===== src/rtl/exec_ctrl_if.sv =====
// exec_ctrl_if: request/response, register-control and ALU bus between a host and exec_ctrl.
interface exec_ctrl_if;
    logic       start;
    logic [7:0] instr;
    logic       ready;
    logic [3:0] acc_q;
    logic [3:0] alu_f;
    logic [2:0] alu_oc;
    logic [3:0] alu_a;
    logic [3:0] alu_b;
    logic       reg_cl, reg_ld, reg_inc, reg_dec, reg_sr, reg_ir, reg_sl, reg_il;
    logic [3:0] reg_in;
    logic       done;
    logic [3:0] result;

    modport master (
        output start, instr, acc_q, alu_f,
        input  ready, alu_oc, alu_a, alu_b,
        input  reg_cl, reg_ld, reg_inc, reg_dec, reg_sr, reg_ir, reg_sl, reg_il,
        input  reg_in, done, result
    );

    modport slave (
        input  start, instr, acc_q, alu_f,
        output ready, alu_oc, alu_a, alu_b,
        output reg_cl, reg_ld, reg_inc, reg_dec, reg_sr, reg_ir, reg_sl, reg_il,
        output reg_in, done, result
    );
endinterface


===== src/rtl/exec_ctrl.sv =====
// exec_ctrl: multi-cycle instruction sequencer driving an external 4-bit register and ALU.
// Define EXEC_CTRL_ROT_EN to make op 7 a rotate-right; otherwise op 7 behaves as NOP.
module exec_ctrl (
    input  logic        clk,
    input  logic        rst_n,
    exec_ctrl_if.slave  bus
);
    typedef enum logic [2:0] {IDLE, DECODE, EXEC, ALU, WB, SHIFT, DONE} state_t;

    state_t     r_state, w_next;
    logic [3:0] r_op, r_imm, r_cnt, r_hold, r_result;
    logic       w_rot_en, w_shift_op, w_simple_op;

`ifdef EXEC_CTRL_ROT_EN
    assign w_rot_en = 1'b1;
`else
    assign w_rot_en = 1'b0;
`endif

    assign w_shift_op  = (r_op == 4'd5) || (r_op == 4'd6) || (r_op == 4'd7 && w_rot_en);
    assign w_simple_op = (r_op >= 4'd1) && (r_op <= 4'd4);

    always_ff @(posedge clk or negedge rst_n) begin
        if (!rst_n) r_state <= IDLE;
        else        r_state <= w_next;
    end

    always_comb begin
        w_next = r_state;
        case (r_state)
            IDLE:    w_next = bus.start ? DECODE : IDLE;
            DECODE:  w_next = r_op[3] ? ALU : w_simple_op ? EXEC :
                              (w_shift_op && r_imm != 4'd0) ? SHIFT : DONE;
            EXEC:    w_next = DONE;
            ALU:     w_next = WB;
            WB:      w_next = DONE;
            SHIFT:   w_next = (r_cnt == 4'd1) ? DONE : SHIFT;
            DONE:    w_next = IDLE;
            default: w_next = IDLE;
        endcase
    end

    always_ff @(posedge clk or negedge rst_n) begin
        if (!rst_n) begin
            r_op     <= '0;
            r_imm    <= '0;
            r_cnt    <= '0;
            r_hold   <= '0;
            r_result <= '0;
        end else begin
            if (r_state == IDLE && bus.start) begin
                r_op  <= bus.instr[7:4];
                r_imm <= bus.instr[3:0];
            end
            if (r_state == DECODE)     r_cnt <= r_imm;
            else if (r_state == SHIFT) r_cnt <= r_cnt - 4'd1;
            if (r_state == ALU)  r_hold   <= bus.alu_f;
            if (r_state == DONE) r_result <= bus.acc_q;
        end
    end

    assign bus.ready   = (r_state == IDLE);
    assign bus.done    = (r_state == DONE);
    assign bus.result  = bus.done ? bus.acc_q : r_result;
    assign bus.reg_cl  = (r_state == EXEC) && (r_op == 4'd1);
    assign bus.reg_ld  = ((r_state == EXEC) && (r_op == 4'd2)) || (r_state == WB);
    assign bus.reg_inc = (r_state == EXEC) && (r_op == 4'd3);
    assign bus.reg_dec = (r_state == EXEC) && (r_op == 4'd4);
    assign bus.reg_sr  = (r_state == SHIFT) && (r_op == 4'd5 || r_op == 4'd7);
    // Rotate feeds the bit shifted out back in at the top.
    assign bus.reg_ir  = (r_state == SHIFT) && (r_op == 4'd7) && w_rot_en && bus.acc_q[0];
    assign bus.reg_sl  = (r_state == SHIFT) && (r_op == 4'd6);
    assign bus.reg_il  = 1'b0;
    assign bus.reg_in  = (r_state == WB) ? r_hold :
                         ((r_state == EXEC) && (r_op == 4'd2)) ? r_imm : 4'd0;
    assign bus.alu_oc  = (r_state == ALU) ? r_op[2:0] : 3'd0;
    assign bus.alu_a   = (r_state == ALU) ? bus.acc_q : 4'd0;
    assign bus.alu_b   = (r_state == ALU) ? r_imm : 4'd0;
endmodule

===== src/flat_wrapper.sv =====
// flat-port wrapper written by rule: the top's interface ports become plain ports
module exec_ctrl_flat 
  (clk, rst_n, bus_start, bus_instr, bus_acc_q, bus_alu_f, bus_ready, bus_alu_oc, bus_alu_a, bus_alu_b, bus_reg_cl, bus_reg_ld, bus_reg_inc, bus_reg_dec, bus_reg_sr, bus_reg_ir, bus_reg_sl, bus_reg_il, bus_reg_in, bus_done, bus_result);
  exec_ctrl_if bus_i ();
  input  logic clk;
  input  logic rst_n;
  input wire logic [$bits(bus_i.start)-1:0] bus_start;
  input wire logic [$bits(bus_i.instr)-1:0] bus_instr;
  input wire logic [$bits(bus_i.acc_q)-1:0] bus_acc_q;
  input wire logic [$bits(bus_i.alu_f)-1:0] bus_alu_f;
  output wire logic [$bits(bus_i.ready)-1:0] bus_ready;
  output wire logic [$bits(bus_i.alu_oc)-1:0] bus_alu_oc;
  output wire logic [$bits(bus_i.alu_a)-1:0] bus_alu_a;
  output wire logic [$bits(bus_i.alu_b)-1:0] bus_alu_b;
  output wire logic [$bits(bus_i.reg_cl)-1:0] bus_reg_cl;
  output wire logic [$bits(bus_i.reg_ld)-1:0] bus_reg_ld;
  output wire logic [$bits(bus_i.reg_inc)-1:0] bus_reg_inc;
  output wire logic [$bits(bus_i.reg_dec)-1:0] bus_reg_dec;
  output wire logic [$bits(bus_i.reg_sr)-1:0] bus_reg_sr;
  output wire logic [$bits(bus_i.reg_ir)-1:0] bus_reg_ir;
  output wire logic [$bits(bus_i.reg_sl)-1:0] bus_reg_sl;
  output wire logic [$bits(bus_i.reg_il)-1:0] bus_reg_il;
  output wire logic [$bits(bus_i.reg_in)-1:0] bus_reg_in;
  output wire logic [$bits(bus_i.done)-1:0] bus_done;
  output wire logic [$bits(bus_i.result)-1:0] bus_result;
  assign bus_i.start = bus_start;
  assign bus_i.instr = bus_instr;
  assign bus_i.acc_q = bus_acc_q;
  assign bus_i.alu_f = bus_alu_f;
  assign bus_ready = bus_i.ready;
  assign bus_alu_oc = bus_i.alu_oc;
  assign bus_alu_a = bus_i.alu_a;
  assign bus_alu_b = bus_i.alu_b;
  assign bus_reg_cl = bus_i.reg_cl;
  assign bus_reg_ld = bus_i.reg_ld;
  assign bus_reg_inc = bus_i.reg_inc;
  assign bus_reg_dec = bus_i.reg_dec;
  assign bus_reg_sr = bus_i.reg_sr;
  assign bus_reg_ir = bus_i.reg_ir;
  assign bus_reg_sl = bus_i.reg_sl;
  assign bus_reg_il = bus_i.reg_il;
  assign bus_reg_in = bus_i.reg_in;
  assign bus_done = bus_i.done;
  assign bus_result = bus_i.result;
  exec_ctrl u_core (.clk(clk), .rst_n(rst_n), .bus(bus_i));
endmodule

===== config.mk =====
export PLATFORM = sky130hd
export DESIGN_NAME = exec_ctrl_flat
export DESIGN_NICKNAME = d
export VERILOG_FILES = /design/src/rtl/exec_ctrl_if.sv /design/src/rtl/exec_ctrl.sv /design/src/flat_wrapper.sv
export SDC_FILE = /design/constraint.sdc
export NUM_CORES = 1
export LEC_CHECK = 0
export CELL_PAD_IN_SITES_DETAIL_PLACEMENT = 1
export CELL_PAD_IN_SITES_GLOBAL_PLACEMENT = 2
export CORE_ASPECT_RATIO = 0.9
export CORE_MARGIN = 2
export CORE_UTILIZATION = 29
export DETAILED_ROUTE_END_ITERATION = 7
export PLACE_DENSITY = 0.94
export SLEW_MARGIN = 15
export SYNTH_ARGS = -nofsm -noshare
export SYNTH_HDL_FRONTEND = slang
export SYNTH_SLANG_ARGS = --single-unit

===== constraint.sdc =====
create_clock -name clk -period 4.3 [get_ports clk]
set_input_delay 1.075 -clock clk [delete_from_list [all_inputs] [get_ports clk]]
set_output_delay 1.075 -clock clk [all_outputs]
set_load 0.005 [all_outputs]

==> flow_summary.json <==
{
  "core_um2": 4460,
  "cap_viol_max_count": 0,
  "hpwl_mm": 2.80,
  "wl_mm": 3.79,
  "tritoncts.num_buffers": 3,
  "crit_fanout": 2,
  "post_cts_buffers": 0,
  "synth.most_common_cell": "dfrtp_1",
  "clockRootBuffer": "clkbuf_8",
  "num-nets-final": 187,
  "clkLatencyLatePin_ps": 270,
  "cp_data_arrival_time_ps": 2270,
  "post-route-period-util_pct": 77.8,
  "ys.flop_type": "dfrtp_1",
  "synth_edf_count": 0,
  "cp.required_ps": 3220,
  "ys_ff_latch": 23,
  "rrSetupSlack_ps": 2440,
  "use_met1_pct": 18.3,
  "post-route-util_pct": 41.6,
  "dp_cells": 223,
  "yosysSeqAreaShare_pct": 42.5,
  "start_util_pct": 30.4,
  "hp-class": "reg2reg",
  "use_met3_pct": 3.52,
  "syn_area_um2": 1360,
  "final_cells": 227,
  "drt-initial-drc-count": 24,
  "layout-drive-gt1-share_pct": 12.1,
  "dr.pass1.iters": 3,
  "pin_count": 48,
  "async_reset_ff_share_pct": 100,
  "synth_area_per_cell_um2": 10.8,
  "fmax_ghz": 0.299,
  "grt_overflow_total": 0,
  "holdBufCountCts": 0,
  "max-slew-margin-rel_pct": 47.7,
  "critPathLaunchType": "primary input",
  "die-height_um": 68.9,
  "min_period_ps": 3350,
  "clk_path_buf_depth": 2,
  "grt-busiest-layer": "met2",
  "ys_types": 41,
  "holdPathStages": 1,
  "fin_tns_setup_ps": 0,
  "worstMarginPinSlew_ps": 782,
  "cts_htree_levels": 1,
  "hold_ws_ps": 510,
  "grt_use_met2_pct": 25.8,
  "ir_drop_mv": 0.269,
  "globalRouteTotalUtil_pct": 14.9,
  "syn_inst": 126,
  "ys_top_cells_by_count": "23 x dfrtp_1, 12 x and2_1, 6 x buf_4, 6 x nand2_1",
  "end_kind": "primary output",
  "port_buffers": 45,
  "area.growth.synth_to_final_pct": 36.8,
  "fp.dieW_um": 76.1,
  "place_area_um2": 1810,
  "grt_max_degree": 24,
  "power.density_nw_per_um2": 612,
  "placementRows": 23,
  "grt_pass1_vias": 1184,
  "hold_violations": 0,
  "post_drt_wl_per_cell_um": 16.7,
  "worst_r2r_path_depth": 2,
  "path_clk_slew_ps": 90,
  "rsz0062_at_grt": "no",
  "clock_skew_ps": 6.68,
  "ys_top_cells_by_area": "dfrtp_1 42%, and2_1 5.5%, mux2_4 4.4%",
  "cts_sinks": 23,
  "drc": 0,
  "status": "completed",
  "slew_viol_final": 0,
  "antennaDiodeCount": 0,
  "gp_congestion": 0.737,
  "yosysTopAreaCellShare_pct": 42.5,
  "ctsResizeCount": 0,
  "ys.warnings.count": 0,
  "vias_per_cell": 4.85,
  "vias": 1100,
  "dieArea_um2": 5240,
  "power_leakage_nw": 0.754,
  "grt_pass1_wl_mm": 6.14,
  "worstSetupPathType": "in2out",
  "design_area_um2": 1850,
  "antenna_found_initial": 0,
  "yosys.area.top_type": "dfrtp_1",
  "cts_tree": "done",
  "antenna_left": 0,
  "setup_viol": 0
}
## final timing paths
kind                                    start                 end
setup / recovery                 bus_acc_q[2]       bus_result[2]
hold / removal             u_core.r_result[0]  u_core.r_result[0]
setup reg to reg            u_core.r_state[0]     u_core.r_imm[3]
hold reg to reg            u_core.r_result[0]  u_core.r_result[0]
max in group asynchronous               rst_n   u_core.r_state[1]
min in group asynchronous               rst_n     u_core.r_imm[0]
## logic make-up (layout without fill, tap and decap cells)
group                    count (synthesis)  count (layout)  share of synthesized area [%]
AO/OA/AOI/OAI                           22              22                           11.1
XOR/XNOR                                 1               1                          0.646
adder cells (fa/ha/maj)                  2               2                           1.85
buffers and inverters                   16              54                           6.83
flip-flops                              23              23                           42.5
multiplexers                            15              15                           13.5
other                                    1               2                          0.277
AND/OR/NAND/NOR                         46              46                           23.4
## state kept, by name, indices dropped and copies added (netlist names)
signal,count
u_core.r_hold,4
u_core.r_op,4
u_core.r_state,3
u_core.r_imm,4
u_core.r_result,4
u_core.r_cnt,4
## critical path: stages
cell and delay [ps]:
clkdlybuf4s50_1 420, mux2_2 300, clkdlybuf4s50_1 470
## area by class of cell
type / count / area, um^2
multi-input cells: 88 / 691
clock buffers: 3 / 41.3
clock inverters: 1 / 5.00
flip-flops and latches: 23 / 576
repair buffers: 45 / 445
well taps: 62 / 77.6
inverters: 5 / 18.8
fillers: 502 / 2610
## where the power goes
| part | switching (mW) | internal (mW) | leakage, nW |
|---|---|---|---|
| logic | 0.210 | 0.309 | 0.449 |
| registers | 0.158 | 0.319 | 0.279 |
| clock network | 0.0734 | 0.0647 | 0.0255 |
## metal layers
layer  share of wire [%]  wire length (um)
met5                   0                 0
met4                 1.6                59
met3                 5.2               198
met2                  49              1860
met1                  44              1670
## per-stage QoR
| stage | total power [mW] | setup slack [ps] |
|---|---|---|
| after global routing | 1.22 | 829 |
| final | 1.13 | 955 |
| after CTS | 1.14 | 946 |
| after global placement | 0.957 | 1010 |
| after detailed placement | 0.997 | 941 |
| after floorplan | 0.769 | 1890 |
## placed cells by master (no fill, tap or decap), types with 3 or more instances in the layout
cell type and count:
o21ai_0 4, mux2_2 5, clkdlybuf4s50_1 44, mux2_4 4, inv_1 5, mux2_1 5
a22o_1 4, nor3_1 4, nand2_1 6, o211ai_1 3, dfrtp_1 23, and2_1 12
clkbuf_8 3, a21oi_1 4, nor2_1 5
Power figures use the tool's default switching activity.
